===== config.mk =====
export PLATFORM = sky130hd
export DESIGN_NAME = video_timing_gen
export DESIGN_NICKNAME = d
export VERILOG_FILES = /design/src/rtl/video_pkg.sv /design/src/rtl/vtg_delay_line.sv /design/src/rtl/video_timing_gen.sv
export SDC_FILE = /design/constraint.sdc
export NUM_CORES = 1
export LEC_CHECK = 0
export CAP_MARGIN = 20
export CELL_PAD_IN_SITES_DETAIL_PLACEMENT = 1
export CELL_PAD_IN_SITES_GLOBAL_PLACEMENT = 1
export CORE_MARGIN = 2
export CORE_UTILIZATION = 25
export CTS_CLUSTER_DIAMETER = 40
export DETAILED_ROUTE_END_ITERATION = 6
export PLACE_DENSITY_LB_ADDON = 0.1
export SKIP_CTS_REPAIR_TIMING = 1
export SYNTH_ARGS = -nofsm -noshare
export SYNTH_HDL_FRONTEND = slang
export SYNTH_SLANG_ARGS = --single-unit

===== constraint.sdc =====
create_clock -name MCLK -period 5.6 [get_ports MCLK]
set_clock_uncertainty 0.2 [all_clocks]
set_input_delay 1.12 -clock MCLK [delete_from_list [all_inputs] [get_ports MCLK]]
set_output_delay 1.12 -clock MCLK [all_outputs]
set_load 0.1 [all_outputs]

===== src/rtl/video_pkg.sv =====
// Shared types, default 256x224 raster timing and sync-position clamp for the
// video timing generator family.
package video_pkg;

    typedef struct packed {
        logic hb;
        logic vb;
        logic hs_n;
        logic vs_n;
    } sb_t;

    localparam int unsigned SB_W = $bits(sb_t);
    localparam sb_t SB_IDLE = '{hb: 1'b1, vb: 1'b1, hs_n: 1'b1, vs_n: 1'b1};

    localparam int unsigned DEF_CW          = 10;
    localparam int unsigned DEF_RGB_W       = 12;
    localparam int unsigned DEF_H_TOTAL     = 384;
    localparam int unsigned DEF_H_ACT       = 256;
    localparam int unsigned DEF_V_TOTAL     = 262;
    localparam int unsigned DEF_V_ACT       = 224;
    localparam int unsigned DEF_H_SYNC_BASE = 304;
    localparam int unsigned DEF_H_SYNC_W    = 32;
    localparam int unsigned DEF_V_SYNC_BASE = 236;
    localparam int unsigned DEF_V_SYNC_W    = 3;
    localparam int unsigned DEF_H_STEP      = 2;
    localparam int unsigned DEF_V_STEP      = 1;
    localparam int unsigned DEF_OFS_W       = 5;
    localparam int unsigned DEF_PIX_DLY     = 2;

    // Keeps a sync start inside the blanking interval so it neither overlaps
    // active video nor wraps past the line/frame end.
    function automatic int clamp_sync(input int v, input int lo, input int hi);
        if (v < lo) begin
            return lo;
        end
        if (v > hi) begin
            return hi;
        end
        return v;
    endfunction

endpackage


===== src/rtl/vtg_delay_line.sv =====
// Clock-enabled shift register of configurable depth and width; DEPTH=0 is a
// straight wire.
module vtg_delay_line #(
    parameter int unsigned DEPTH = 2,
    parameter int unsigned W     = 4,
    parameter logic [W-1:0] RST_VAL = '0
) (
    input  logic         clk,
    input  logic         rst_n,
    input  logic         i_ce,
    input  logic [W-1:0] i_d,
    output logic [W-1:0] o_q
);

    generate
        if (DEPTH == 0) begin : g_bypass
            assign o_q = i_d;
        end else begin : g_shift
            logic [W-1:0] r_stage [DEPTH];

            always_ff @(posedge clk or negedge rst_n) begin
                if (!rst_n) begin
                    for (int i = 0; i < int'(DEPTH); i++) begin
                        r_stage[i] <= RST_VAL;
                    end
                end else if (i_ce) begin
                    r_stage[0] <= i_d;
                    for (int i = 1; i < int'(DEPTH); i++) begin
                        r_stage[i] <= r_stage[i-1];
                    end
                end
            end

            assign o_q = r_stage[DEPTH-1];
        end
    endgenerate

endmodule


===== src/rtl/video_timing_gen.sv =====
// Parametrised raster timing generator: H/V counters on a pixel clock-enable,
// flip-aware coordinates, offset-adjustable sync and a pixel-latency matched
// blank/sync/RGB output stage.
module video_timing_gen
    import video_pkg::*;
#(
    parameter int unsigned CW          = DEF_CW,
    parameter int unsigned RGB_W       = DEF_RGB_W,
    parameter int unsigned H_TOTAL     = DEF_H_TOTAL,
    parameter int unsigned H_ACT       = DEF_H_ACT,
    parameter int unsigned V_TOTAL     = DEF_V_TOTAL,
    parameter int unsigned V_ACT       = DEF_V_ACT,
    parameter int unsigned H_SYNC_BASE = DEF_H_SYNC_BASE,
    parameter int unsigned H_SYNC_W    = DEF_H_SYNC_W,
    parameter int unsigned V_SYNC_BASE = DEF_V_SYNC_BASE,
    parameter int unsigned V_SYNC_W    = DEF_V_SYNC_W,
    parameter int unsigned H_STEP      = DEF_H_STEP,
    parameter int unsigned V_STEP      = DEF_V_STEP,
    parameter int unsigned OFS_W       = DEF_OFS_W,
    parameter int unsigned PIX_DLY     = DEF_PIX_DLY
) (
    input  logic             MCLK,
    input  logic             RESET_N,
    input  logic             CE_PIX,
    input  logic [OFS_W-1:0] HOFFS,
    input  logic [OFS_W-1:0] VOFFS,
    input  logic             FLIP,
    input  logic [RGB_W-1:0] iRGB,
    output logic [CW-1:0]    HPOS,
    output logic [CW-1:0]    VPOS,
    output logic [RGB_W-1:0] oRGB,
    output logic             HBLK,
    output logic             VBLK,
    output logic             HSYN,
    output logic             VSYN,
    output logic             FRAME_ST
);

    localparam int unsigned SW  = CW + OFS_W + 2;
    localparam int unsigned CW1 = CW + 1;
    localparam int unsigned DW  = SB_W + 1;

    logic [CW-1:0]        r_hcnt;
    logic [CW-1:0]        r_vcnt;
    logic [OFS_W-1:0]     r_hoffs_l;
    logic [OFS_W-1:0]     r_voffs_l;
    logic                 w_h_end;
    logic                 w_v_end;
    logic                 w_frame0;
    logic signed [SW-1:0] w_hofs_x;
    logic signed [SW-1:0] w_vofs_x;
    logic signed [SW-1:0] w_hsb_raw;
    logic signed [SW-1:0] w_vsb_raw;
    logic [CW-1:0]        w_hsb;
    logic [CW-1:0]        w_vsb;
    sb_t                  w_raw;
    logic [DW-1:0]        w_dly_bus;
    sb_t                  w_dly;
    logic                 w_f0_dly;
    sb_t                  r_sb;
    logic [RGB_W-1:0]     r_rgb;
    logic                 r_frame_st;

    assign w_h_end  = (r_hcnt == CW'(H_TOTAL - 1));
    assign w_v_end  = (r_vcnt == CW'(V_TOTAL - 1));
    assign w_frame0 = (r_hcnt == '0) && (r_vcnt == '0);

    // Raster counters
    always_ff @(posedge MCLK or negedge RESET_N) begin
        if (!RESET_N) begin
            r_hcnt <= '0;
            r_vcnt <= '0;
        end else if (CE_PIX) begin
            if (w_h_end) begin
                r_hcnt <= '0;
                if (w_v_end) begin
                    r_vcnt <= '0;
                end else begin
                    r_vcnt <= r_vcnt + 1'b1;
                end
            end else begin
                r_hcnt <= r_hcnt + 1'b1;
            end
        end
    end

    // Offsets only take effect at a frame boundary so sync never jumps mid-frame
    always_ff @(posedge MCLK or negedge RESET_N) begin
        if (!RESET_N) begin
            r_hoffs_l <= '0;
            r_voffs_l <= '0;
        end else if (CE_PIX && w_frame0) begin
            r_hoffs_l <= HOFFS;
            r_voffs_l <= VOFFS;
        end
    end

    assign w_hofs_x  = {{(SW-OFS_W){r_hoffs_l[OFS_W-1]}}, r_hoffs_l};
    assign w_vofs_x  = {{(SW-OFS_W){r_voffs_l[OFS_W-1]}}, r_voffs_l};
    assign w_hsb_raw = SW'(H_SYNC_BASE) + w_hofs_x * SW'(H_STEP);
    assign w_vsb_raw = SW'(V_SYNC_BASE) + w_vofs_x * SW'(V_STEP);
    assign w_hsb = CW'(clamp_sync(int'(w_hsb_raw), int'(H_ACT), int'(H_TOTAL - H_SYNC_W)));
    assign w_vsb = CW'(clamp_sync(int'(w_vsb_raw), int'(V_ACT), int'(V_TOTAL - V_SYNC_W)));

    // Undelayed blank/sync from the counters; compared one bit wider so the
    // sync end never overflows when a total equals 2^CW
    always_comb begin
        w_raw      = SB_IDLE;
        w_raw.hb   = (r_hcnt >= CW'(H_ACT));
        w_raw.vb   = (r_vcnt >= CW'(V_ACT));
        w_raw.hs_n = !(({1'b0, r_hcnt} >= {1'b0, w_hsb}) &&
                       ({1'b0, r_hcnt} <  ({1'b0, w_hsb} + CW1'(H_SYNC_W))));
        w_raw.vs_n = !(({1'b0, r_vcnt} >= {1'b0, w_vsb}) &&
                       ({1'b0, r_vcnt} <  ({1'b0, w_vsb} + CW1'(V_SYNC_W))));
    end

    assign HPOS = (FLIP && (r_hcnt < CW'(H_ACT))) ? (CW'(H_ACT - 1) - r_hcnt) : r_hcnt;
    assign VPOS = (FLIP && (r_vcnt < CW'(V_ACT))) ? (CW'(V_ACT - 1) - r_vcnt) : r_vcnt;

    vtg_delay_line #(
        .DEPTH   (PIX_DLY),
        .W       (DW),
        .RST_VAL (DW'({SB_IDLE, 1'b0}))
    ) u_dly (
        .clk   (MCLK),
        .rst_n (RESET_N),
        .i_ce  (CE_PIX),
        .i_d   ({w_raw, w_frame0}),
        .o_q   (w_dly_bus)
    );

    assign w_dly    = sb_t'(w_dly_bus[DW-1:1]);
    assign w_f0_dly = w_dly_bus[0];

    // Output stage; FRAME_ST is gated by CE so it lasts a single MCLK
    always_ff @(posedge MCLK or negedge RESET_N) begin
        if (!RESET_N) begin
            r_sb       <= SB_IDLE;
            r_rgb      <= '0;
            r_frame_st <= 1'b0;
        end else begin
            r_frame_st <= CE_PIX & w_f0_dly;
            if (CE_PIX) begin
                r_sb  <= w_dly;
                r_rgb <= (w_dly.hb | w_dly.vb) ? '0 : iRGB;
            end
        end
    end

    assign HBLK     = r_sb.hb;
    assign VBLK     = r_sb.vb;
    assign HSYN     = r_sb.hs_n;
    assign VSYN     = r_sb.vs_n;
    assign oRGB     = r_rgb;
    assign FRAME_ST = r_frame_st;

endmodule


==> key figures <==
Drt
  • Detailed-route DRC error count: 0
  • Antenna viol nets, final: 0
  • Initial DRC Count: 80
  • Router iterations before antenna repair: 4
  • Vias per cell: 4.65
  • Post-Route WL: 9380 um
  • Routed len/inst: 16.0 um
  • Vias: 2,721

Synthesis
  • Area contributors post-synth: dfrtp_1, ha_1, dfstp_2
  • Synthesized cell area: 3480 sq um
  • Main synth FF type: dfrtp_1
  • Register area share after synthesis: 0.414
  • Synth Area per Inst: 10.3 sq um
  • Netlist cell types: 50
  • Number of flops mapped to enable cells by yosys: 0
  • Post-Syn Instances: 337
  • Synthesized flop and latch total: 57
  • Share of the synthesized area in the top cell type: 0.324
  • Async S/R FF share, synth: 1.00
  • Synth warn: 0
  • Synth area leader: dfrtp_1

Worst setup path
  • Setup crit start kind: input port
  • Buf/Inv on CP: 2
  • Slowest stage delay, CP: 0.49 ns
  • CP max FO: 9
  • Worst EP arrival: 2.78 ns
  • R2r worst-path depth: 6
  • CP Class: in2out
  • Crit path capture type: primary output
  • WP depth: 5
  • CP top delay family: buffers and inverters
  • Critical-path cell list: clkdlybuf4s50_1 > nand3_1 > nor2_1 > xor2_1 > buf_4
  • Crit path required time: 4.28 ns
  • Slowest CP cell: clkdlybuf4s50_1

STA
  • Setup TNS: 0 ns
  • Minimum clock period: 4.10 ns
  • Least-Margin Pin Slew: 0.985 ns
  • Final worst-path cycle share: 0.732
  • Fmax achieved: 244 MHz
  • Rel. slew slack: 0.341
  • Max-slew violations: 0
  • Final setup violation count: 0
  • Final hold violations: 0
  • Unrepaired setup endpoints after global routing: false

Floorplan
  • Initial Util: 0.254
  • Area of the core: 13,700 sq um
  • Die width: 122 um
  • Die ar.: 14,900 sq um
  • Total I/O pin count: 63
  • Die height: 122 um
  • Cell row count: 43

Final layout
  • Fill cell count: 1,567
  • Layout net count: 465
  • Reg area: 1440 sq um
  • Diode count: 0
  • Non-Filler Instances: 585
  • Multi-input gate area: 1890 sq um
  • Post-layout util: 0.330
  • Share of cells above drive strength 1: 0.168
  • Area growth syn-to-layout: 30.1%

Global routing
  • GRT Overall Usage: 0.137
  • Gr ovfl total: 0
  • Largest net degree at the start of global routing: 58
  • First-pass GRT wire length: 15,500 um
  • Vias in the first global route: 2,855
  • Initial antenna violation count: 0

Placed design
  • Final HPWL DP: 6850 um
  • PortBufs: 62
  • Post-placement cell count: 569
  • GP Congestion: 0.734

Run status
  • Status: complete, no violations

Clock tree
  • Htree depth: 3
  • CTS Buf Count: 9
  • Clock buffer depth: 2
  • Root buffer cell: clkbuf_16
  • Clock transition at path regs: 0.05 ns
  • CTS tree: built
  • Clk sink count: 57
  • Clock Latency Late Sink: 0.33 ns

Hold path
  • Hold Crit Class: reg2reg
  • Hold path depth: 1

Pwr
  • Max VDD drop: 0.187 mV
  • Pwr Density: 330 nW/um^2
  • Leak: 1.98 nW

Job
  • Max-capacitance violation count: 0
-- cell type report --
class                      instances  share of cell area
tap                              180              0.0498
clock inverter                     3             0.00940
inverter                          18              0.0149
clock buffer                      13              0.0553
multi-input combinational        247               0.417
sequential                        57               0.318
timing repair buffer              67               0.135
-- logic make-up (layout without fill, tap and decap cells) --
family	count (synthesis)	after routing	synth area share
buf+inv	34	101	0.0442
mux	17	17	0.0550
fa+ha+maj	39	39	0.140
compound gates	67	67	0.129
simple gates	95	95	0.149
xor+xnor	27	27	0.0679
other cells	1	2	0.00108
flops	57	57	0.414
-- Yosys cell counts (3+ instances only) --
| library cell | instances |
|---|---|
| a2111oi_0 | 3 |
| a21o_1 | 5 |
| xor2_1 | 5 |
| nand3_1 | 12 |
| dfstp_2 | 12 |
| nor3_1 | 7 |
| o21ai_0 | 23 |
| inv_1 | 17 |
| clkbuf_1 | 9 |
| nand3b_1 | 3 |
| a21oi_1 | 9 |
| a22o_1 | 12 |
| dfrtp_1 | 45 |
| nor2_1 | 13 |
| xnor2_1 | 22 |
| nand4_1 | 7 |
| ha_1 | 39 |
| mux2_2 | 16 |
| nand2_1 | 31 |
-- state kept, by name, summed over array words and instances, names as in the netlist --
name / cells
u_dly.o_q: 5
r_vcnt: 10
r_voffs_l: 5
oRGB: 12
r_hoffs_l: 5
FRAME_ST: 1
VBLK: 1
HBLK: 1
r_hcnt: 10
u_dly.g_shift.r_stage: 5
VSYN: 1
HSYN: 1
-- layer usage --
layer / vias up / wire length [um] / track usage
met5: - / 0 / 0
met4: 0 / 124 / 0.0453
met3: 9 / 463 / 0.0370
met2: 54 / 4250 / 0.220
met1: 1329 / 4540 / 0.180
li1: 1329 / - / -
-- through the flow --
step	power [mW]	instance area [sq um]	hold slack (ns)	setup slack (ns)
2_1_floorplan	0.832	3480	0.248	0.687
3_5_place_dp	0.958	4230	0.272	1.49
3_3_place_gp	0.954	4230	0.262	1.53
6_report	1.49	4530	0.280	1.50
4_1_cts	1.52	4530	0.286	1.47
5_1_grt	1.57	4530	0.304	1.35
-- power by group --
part	total, mW	internal (mW)	switching, mW	leakage (nW)
sequential	0.498	0.447	0.0516	0.703
clock	0.547	0.356	0.191	0.140
combinational	0.448	0.125	0.324	1.14
total	1.49	0.927	0.566	1.98
-- cell usage in the layout (no fill, tap or decap), drive strengths merged, types with 9 or more instances in the layout --
master and instances:
dfrtp 45, mux2 17, nand3 12, clkbuf 13
nand2 31, inv 17, xnor2 22, dfstp 12
clkdlybuf4s50 44, o21ai 23, a22o 12, nor2 13
a21oi 9, buf 23, ha 39
-- worst paths after layout --
path                              start      endpoint  slack (ns)
max reg2reg                   r_vcnt[0]  r_hoffs_l[1]        2.69
min                        u_dly.o_q[0]      FRAME_ST        0.28
min in group asynchronous       RESET_N     r_vcnt[5]        0.74
max                                FLIP       VPOS[7]        1.50
max in group asynchronous       RESET_N     r_hcnt[5]        3.95
min reg2reg                u_dly.o_q[0]      FRAME_ST        0.28
-- worst register-to-register path, delay by kind of cell, from the launching register on --
kind | cells | cell delay, ns
fa+ha+maj | 1 | 0.15
mux | 1 | 0.42
buf+inv | 1 | 0.15
flops | 1 | 0.47
simple gates | 3 | 1.41
No activity file was read; power rests on OpenSTA's default activity.
